### src/rtl/phase_pkg.sv
// Shared types and constants for phase_select: FSM states, phase indices, the four legal
// quadrature patterns and the rotation helper used by the sequence checker.
package phase_pkg;

  typedef enum logic [1:0] {
    StRun   = 2'd0,
    StDrain = 2'd1,
    StHold  = 2'd2
  } state_e;

  localparam logic [1:0] PH_0   = 2'd0;
  localparam logic [1:0] PH_90  = 2'd1;
  localparam logic [1:0] PH_180 = 2'd2;
  localparam logic [1:0] PH_270 = 2'd3;

  // Bit order is {270,180,90,0}; the generator walks A -> B -> C -> D -> A.
  localparam logic [3:0] PAT_A = 4'b1001;
  localparam logic [3:0] PAT_B = 4'b0011;
  localparam logic [3:0] PAT_C = 4'b0110;
  localparam logic [3:0] PAT_D = 4'b1100;

  function automatic logic [3:0] rotl4(input logic [3:0] v);
    return {v[2:0], v[3]};
  endfunction

  function automatic logic is_valid_pat(input logic [3:0] v);
    return (v == PAT_A) || (v == PAT_B) || (v == PAT_C) || (v == PAT_D);
  endfunction

endpackage

### src/rtl/phase_seq_check.sv
// Sticky checker for the quadrature phase rotation; only compiled when PHASE_CHECK_EN is
// defined, since phase_select instantiates it under that macro alone.
`ifdef PHASE_CHECK_EN
module phase_seq_check
  import phase_pkg::*;
(
  input  logic       clk,
  input  logic       rst,
  input  logic [3:0] ph_q,
  output logic       phase_err
);

  logic [3:0] prev_q;
  logic       err_q;
  logic       bad;

  // All-zero samples mean the generator is idle or in reset, so they are never judged.
  always_comb begin
    bad = 1'b0;
    if ((ph_q != 4'b0000) && (prev_q != 4'b0000)) begin
      bad = !is_valid_pat(ph_q) || (ph_q != rotl4(prev_q));
    end
  end

  always_ff @(posedge clk) begin
    if (rst) begin
      prev_q <= 4'b0000;
      err_q  <= 1'b0;
    end else begin
      prev_q <= ph_q;
      err_q  <= err_q | bad;
    end
  end

  assign phase_err = err_q;

endmodule
`endif

### src/rtl/phase_select.sv
// Glitch-free run-time selector of one of four quadrature phases sampled on clk.
// Defining PHASE_CHECK_EN adds the rotation checker; otherwise phase_err is tied low.
module phase_select
  import phase_pkg::*;
#(
  parameter int unsigned RESET_SEL = 0,
  parameter int unsigned TIMEOUT   = 15
) (
  input  logic       clk,
  input  logic       rst,
  input  logic       clk_0,
  input  logic       clk_90,
  input  logic       clk_180,
  input  logic       clk_270,
  input  logic [1:0] sel_in,
  input  logic       sel_valid,
  output logic       sel_ready,
  output logic       sel_done,
  output logic       sel_tmo,
  output logic [1:0] cur_sel,
  output logic       phase_out,
  output logic       phase_err
);

  localparam logic [1:0] ResetIdx = 2'(RESET_SEL);
  localparam logic [3:0] TmoLimit = 4'(TIMEOUT);

  logic [3:0] ph_q;
  state_e     state_q, state_d;
  logic [1:0] cur_q, cur_d;
  logic [1:0] nxt_q, nxt_d;
  logic [3:0] tmr_q, tmr_d;
  logic [3:0] tmr_inc;
  logic       expired;
  logic       out_q, out_d;
  logic       done_q, done_d;
  logic       tmo_q, tmo_d;

  assign tmr_inc   = tmr_q + 4'd1;
  assign expired   = (tmr_inc >= TmoLimit);
  assign sel_ready = (state_q == StRun) && !rst;

  // A switch first waits for the old phase to go low (DRAIN), then holds the output low
  // until the new phase is also low (HOLD), so neither edge of phase_out can be a runt.
  always_comb begin
    state_d = state_q;
    cur_d   = cur_q;
    nxt_d   = nxt_q;
    tmr_d   = tmr_q;
    out_d   = ph_q[cur_q];
    done_d  = 1'b0;
    tmo_d   = 1'b0;

    unique case (state_q)
      StRun: begin
        if (sel_valid && sel_ready) begin
          if (sel_in == cur_q) begin
            done_d = 1'b1;
          end else begin
            nxt_d   = sel_in;
            tmr_d   = 4'd0;
            state_d = StDrain;
          end
        end
      end

      StDrain: begin
        tmr_d = tmr_inc;
        if (expired) begin
          cur_d   = nxt_q;
          out_d   = 1'b0;
          done_d  = 1'b1;
          tmo_d   = 1'b1;
          state_d = StRun;
        end else if (!ph_q[cur_q]) begin
          state_d = StHold;
        end
      end

      StHold: begin
        out_d = 1'b0;
        if (!ph_q[nxt_q]) begin
          cur_d   = nxt_q;
          done_d  = 1'b1;
          state_d = StRun;
        end else begin
          tmr_d = tmr_inc;
          if (expired) begin
            cur_d   = nxt_q;
            done_d  = 1'b1;
            tmo_d   = 1'b1;
            state_d = StRun;
          end
        end
      end

      default: begin
        state_d = StRun;
      end
    endcase
  end

  always_ff @(posedge clk) begin
    if (rst) begin
      ph_q    <= 4'b0000;
      state_q <= StRun;
      cur_q   <= ResetIdx;
      nxt_q   <= ResetIdx;
      tmr_q   <= 4'd0;
      out_q   <= 1'b0;
      done_q  <= 1'b0;
      tmo_q   <= 1'b0;
    end else begin
      ph_q    <= {clk_270, clk_180, clk_90, clk_0};
      state_q <= state_d;
      cur_q   <= cur_d;
      nxt_q   <= nxt_d;
      tmr_q   <= tmr_d;
      out_q   <= out_d;
      done_q  <= done_d;
      tmo_q   <= tmo_d;
    end
  end

  assign cur_sel   = cur_q;
  assign phase_out = out_q;
  assign sel_done  = done_q;
  assign sel_tmo   = tmo_q;

`ifdef PHASE_CHECK_EN
  phase_seq_check u_seq_check (
    .clk       (clk),
    .rst       (rst),
    .ph_q      (ph_q),
    .phase_err (phase_err)
  );
`else
  assign phase_err = 1'b0;
`endif

endmodule

### config.mk
export PLATFORM = sky130hd
export DESIGN_NAME = phase_select
export DESIGN_NICKNAME = d
export VERILOG_FILES = /design/src/rtl/phase_pkg.sv /design/src/rtl/phase_seq_check.sv /design/src/rtl/phase_select.sv
export SDC_FILE = /design/constraint.sdc
export NUM_CORES = 1
export LEC_CHECK = 0
export CAP_MARGIN = 20
export CELL_PAD_IN_SITES_DETAIL_PLACEMENT = 0
export CELL_PAD_IN_SITES_GLOBAL_PLACEMENT = 1
export CORE_MARGIN = 5
export CORE_UTILIZATION = 36
export DETAILED_ROUTE_END_ITERATION = 8
export PLACE_DENSITY_LB_ADDON = 0.15
export SLEW_MARGIN = 20
export SYNTH_ARGS = -nofsm -noshare
export SYNTH_HDL_FRONTEND = slang
export SYNTH_HIERARCHICAL = 1
export SYNTH_SLANG_ARGS = --single-unit
### constraint.sdc
create_clock -name clk -period 1.79 [get_ports clk]
set_input_delay 0.179 -clock clk [delete_from_list [all_inputs] [get_ports clk]]
set_output_delay 0.179 -clock clk [all_outputs]
set_load 0.005 [all_outputs]
Word level (Yosys, flattened, before mapping) --
Cells that the tools add are included. W data, S select, Z words.
Word-level totals: logic and storage cells 57, output and inout bits 7, flip-flop bits (word level) 17
Operators by class: magnitude comparators 3, add/sub/neg operators 1, bitwise operators 1, equal/unequal tests 8, multiplexer cells 27, reductions and logical operators 9
Operators with widths (number):
- $mux W2 | 8
- $mux W4 | 3
- $pmux W4 S3 | 1
- $mux W1 | 8
- $reduce_and A4 Y1 | 2
- $lt A2 B3 Y1 const B | 2
- $ne A3 B3 Y1 const B | 2
- $pmux W2 S3 | 1
- $add A4 B1 Y4 const B | 1
- $bmux W1 S2 | 2
- $ge A4 B4 Y1 const B | 1
- $ne A2 B2 Y1 const B | 2
- $pmux W1 S2 | 2
- $pmux W2 S2 | 1
- $pmux W1 S3 | 1
- $reduce_and A3 Y1 | 1
- $reduce_bool A3 Y1 | 1
- $eq A2 B1 Y1 const B | 1
- $eq A2 B2 Y1 | 1
- $eq A2 B2 Y1 const B | 1
- $logic_and A1 B1 Y1 | 2
- $logic_not A2 Y1 | 1
- $ne A2 B1 Y1 const B | 1
- $reduce_bool A2 Y1 | 1
- other kinds (2) | 2

Longest topological paths before layout --
depth in word-level cells 5, depth in mapped cells 7, depth with buffers taken out 7

Worst setup path after synthesis --
Ideal clock, no wire load.
kind register to register, from register state_q[0], to register tmr_q[2], path buffers 0, setup time 0.117 ns, path slack 0.007 ns, required time 1.673 ns, cell stages (with the launch flop) 8, arrival time 1.666 ns, cell sequence dfxtp_1 inv_1 ha_1 and3b_1 o21ai_1 a211oi_4 o21ai_1 a32o_1
On the way: word-level cells in the longest chain between the ends 5, elaborated cells on any way between the ends 11, classes of those cells eq/ne (5); mux (1); reduce/logical (5)
RTL lines:
- start: declaration | line phase_select.sv:29 | state_e state_q, state_d;
- start signal: assignment | line phase_select.sv:106 | state_q <= StRun;
- start signal: assignment | line phase_select.sv:115 | state_q <= state_d;
- $logic_not A2 Y1 | line phase_select.sv:41, phase_select.sv:54
- $logic_and A1 B1 Y1 | line phase_select.sv:41 | assign sel_ready = (state_q == StRun) && !rst;
- $logic_and A1 B1 Y1 | line phase_select.sv:56 | if (sel_valid && sel_ready) begin
- $ne A2 B1 Y1 (no source line)
- $reduce_and A4 Y1 (no source line)
- end signal: assignment | line phase_select.sv:118 | tmr_q <= tmr_d;
- end: declaration | line phase_select.sv:32 | logic [3:0] tmr_q, tmr_d;
Several ways; a longest one is shown, not always the timed one. A chain may end at the register's enable or synchronous reset.

Final worst setup path --
from register nxt_q[0], to register tmr_q[0]
On the way: word-level cells in the longest chain between the ends 4
RTL lines:
- start: declaration | line phase_select.sv:31 | logic [1:0] nxt_q, nxt_d;
- start signal: assignment | line phase_select.sv:108 | nxt_q <= ResetIdx;
- start signal: assignment | line phase_select.sv:117 | nxt_q <= nxt_d;
- $bmux W1 S2 | line phase_select.sv:82 | if (!ph_q[nxt_q]) begin
- $mux W1 (implied by the code) | line phase_select.sv:82
- $ne A2 B2 Y1 (no source line)
- $reduce_and A4 Y1 (no source line)
No other way between the ends. The select of a mux whose other input is x is not followed.

==> summary by stage <==
Cells and area
The area growth from synthesis to layout is 24.9%. The top cell types in the final layout, fill and taps aside, are sky130_fd_sc_hd__dfxtp_1, sky130_fd_sc_hd__clkdlybuf4s50_1, sky130_fd_sc_hd__mux2i_1. In the final layout, the multi-input gates occupy ~640 um2. The number of nets in the layout is around 150. The count of fill cells added during filler insertion is approximately 280. The storage element area is around 350 um2.

The share of final-layout standard cells stronger than drive strength 1 is 0.192. The repair_antennas step left the layout with diodes totalling 0.

Worst setup path
On the critical path the largest part of the delay comes from multiplexers. The combined buffer and inverter count along the critical path is 1. The depth of the worst register-to-register path is 6.

The maximum net fanout on the critical path is 4. Traced cell by cell, the critical path runs through mux4_2, nor2b_4, a211oi_4, buf_4, nand2b_1, a21oi_1. The flop-to-flop setup slack is 0.09 ns.

The worst reg2reg path startpoint is nxt_q[0]. The endpoint class of the critical path is a flop. The endpoint identified for the worst register-to-register timing path is tmr_q[0]. The classification of the worst setup path is flop to flop. For the worst setup path, the data required time is roughly 2.0 ns.

STA classifies the critical path startpoint as a flop. The delay of the slowest critical-path stage is roughly 0.55 ns. The slowest stage of the critical path is the sky130_fd_sc_hd__mux4_2 cell. Data on the critical path arrives at its endpoint at ~1.9 ns.

STA
Derived from the worst setup path, the maximum achievable clock frequency is around 590 MHz. Setup repair after global routing left no endpoint under its margin. Setup violations remaining at the end of the flow were counted as 0. Of the available clock period, the critical path in the final layout requires 0.947. The post-route setup TNS is 0 ns.

The shortest period the worst path allows is 1.70 ns. The worst hold-check slack is between 0.4 and 0.5 ns. The number of hold violations in the final report was 0. The max-slew violation count is 0.

Between clock sinks in the finished design, the worst skew comes to between 0.007 and 0.008 ns.

Yosys
The summed instance area of the synthesized netlist is around 1000 um2. The post-synthesis cell type with the largest combined area is sky130_fd_sc_hd__dfxtp_1. The average instance area after synthesis is roughly 9.5 um2. By area the synthesized netlist is led by sky130_fd_sc_hd__dfxtp_1, sky130_fd_sc_hd__mux2i_1, sky130_fd_sc_hd__ha_1, sky130_fd_sc_hd__nor2b_1, sky130_fd_sc_hd__nand2b_1. The net count after synthesis is 124. The area fraction of the dominant cell type after synthesis is 0.333.

The share of the Yosys chip area taken by registers is 0.333. The async set-reset flop share out of synthesis is 0. Synthesis inferred 17 register bits. Yosys mapped the design onto 43 distinct sky130hd cell types.

Synthesis handed over a netlist of 108 instances. The number of enable flip-flop cells after synthesis is 0. The count of yosys warnings during synthesis is 6. The commonest register cell after synthesis is sky130_fd_sc_hd__dfxtp_1.

Global route
The first global-routing pass estimated roughly 3800 um of wire. Entering global routing, the biggest net connects 21 pins. The sum of overflow across all layers after global routing is 0. The initial antenna violation count is 0.

The via count of the first global-routing pass is 837. Across every metal layer, demand over resource in global routing totals 0.118.

Placement
The number of port buffers is 14. At the end of routability-driven placement, the weighted congestion stood at 0.713. The HPWL after detailed placement is 1690 um.

Power
The power per unit of standard cell area is about 970 nW/um2. In this run the static leakage power is 0.519 nW. The peak supply drop is ~0.42 mV.

Floorplan
The die extent in y is 63.3 um. 16 I/O pins were placed. The initial utilization of the core area, before any placement, comes to 0.373. The die is roughly 63 um wide. The overall die area is 4000 um2. After floorplanning, the core was sized to cover ~2700 um2. The count of standard-cell rows is 19.

Clocking
For this design, the CTS-stage hold fixing added 0 buffers. The clock insertion delay at the later pin of the skew report is 0.30 ns. Clock tree synthesis selected as its root buffer the cell sky130_fd_sc_hd__clkbuf_4.

CTS built an H-tree with a depth of 1. The CTS tree is done. TritonCTS created 3 clock buffers.

No sink is reached through more buffers than the 2 on the longest clock path. The clock sink total is 17. The clock transition at the register clock pins on the worst setup and hold paths after CTS is 0.11 ns.

Hold path
The hold path endpoint is ph_q[2]. Along the worst hold path, the cell count comes to 2. The kind of path behind the tightest hold check is input port to flop. The startpoint identified for the worst hold timing path is clk_180.

Detailed routing
For this run, the detailed router's first-pass iteration total came to 4. The total routed wirelength is ~2200 um. For this block, the initial DRC count from the detailed router was 5. The post-route DRC violation count is 0. The number of vias per cell after detailed routing is approximately 5.2. The final antenna-violating net count is 0. For this block, the via count after detailed routing is a little over 800.

After detailed routing, the average wire length per cell comes to approximately 14 um.

Run status
The flow ran to the end, and the final reports show no timing, DRC or antenna violations.

Job
The tool flagged a number of max-cap violations equal to 0.
==> timing repair <==
action	CTS	global route
resized for setup	6	4
buffers inserted	0	1
setup endpoints to repair	4	7
hold endpoints to repair	0	0
pin swaps	0	1
==> through the flow <==
step	utilization	area (um2)	power (mW)	cells	worst slack [ns]
final	0.466	1270	1.23	161	0.0949
after floorplan	-	1020	0.804	108	0.00668
after detailed placement	0.449	1230	0.993	156	-0.0742
after global placement	0.449	1230	0.980	156	-0.0374
after global routing	0.466	1270	1.32	161	0.00850
after CTS	0.459	1260	1.22	160	0.0216
==> area by class of cell <==
type / count / share of cell area
sequential: 17 / 0.273
timing repair buffer: 22 / 0.156
inverter: 5 / 0.0147
multi-input combinational: 82 / 0.504
clock inverter: 1 / 0.00393
clock buffer: 3 / 0.0177
tap: 31 / 0.0304
==> worst register-to-register path, delay by kind of cell (launching register included) <==
kind	cells	cell delay [ns]
AO/OA/AOI/OAI	2	0.17
buffers and inverters	1	0.16
flip-flops	1	0.40
multiplexers	1	0.55
AND/OR/NAND/NOR	2	0.35
==> routing by layer <==
layer	vias up	GRT usage	share of wire
met5	-	0	0
met4	0	0.0545	0.012
met3	4	0.0320	0.043
met2	14	0.182	0.45
met1	389	0.151	0.49
li1	424	-	-
==> worst max path at each step <==
| stage | startpoint | to | slack [ns] | depth (start not counted) |
|---|---|---|---|---|
| floorplan | state_q[0] | tmr_q[2] | 0.007 | 7 |
| global placement | sel_in[0] | tmr_q[2] | -0.04 | 6 |
| detailed placement | sel_in[0] | tmr_q[2] | -0.07 | 6 |
| CTS | nxt_q[0] | tmr_q[2] | 0.02 | 5 |
| global route | nxt_q[0] | tmr_q[0] | 0.009 | 6 |
| finish | nxt_q[0] | tmr_q[0] | 0.09 | 6 |
==> state kept, by name (all words and copies together) (netlist names) <==
register	count
ph_q	4
tmr_q	4
cur_sel	2
nxt_q	2
state_q	2
phase_out	1
sel_done	1
sel_tmo	1
==> Yosys cell counts (2+ instances only) <==
master / instances
sky130_fd_sc_hd__nand2_1: 4
sky130_fd_sc_hd__and3b_1: 2
sky130_fd_sc_hd__xor2_1: 2
sky130_fd_sc_hd__nor2_1: 8
sky130_fd_sc_hd__o31ai_1: 3
sky130_fd_sc_hd__a21oi_1: 4
sky130_fd_sc_hd__nor2b_1: 8
sky130_fd_sc_hd__o22ai_1: 2
sky130_fd_sc_hd__ha_1: 7
sky130_fd_sc_hd__mux2i_1: 9
sky130_fd_sc_hd__inv_1: 5
sky130_fd_sc_hd__nand3_1: 2
sky130_fd_sc_hd__nand2b_1: 5
sky130_fd_sc_hd__o21ai_1: 2
sky130_fd_sc_hd__dfxtp_1: 17
==> cells by family after synthesis <==
logic type      after synthesis  share of synthesized area
xor+xnor                      3                     0.0257
buf+inv                       9                     0.0441
compound gates               24                      0.181
simple gates                 36                      0.205
other cells                   1                    0.00367
flops                        17                      0.333
mux                          11                      0.121
fa+ha+maj                     7                     0.0858
==> power by group <==
group | switching (mW) | internal [mW]
clock | 0.136 | 0.0832
sequential | 0.0373 | 0.427
combinational | 0.273 | 0.276
total | 0.446 | 0.786
Note: power is estimated with default switching activity, not from simulation.
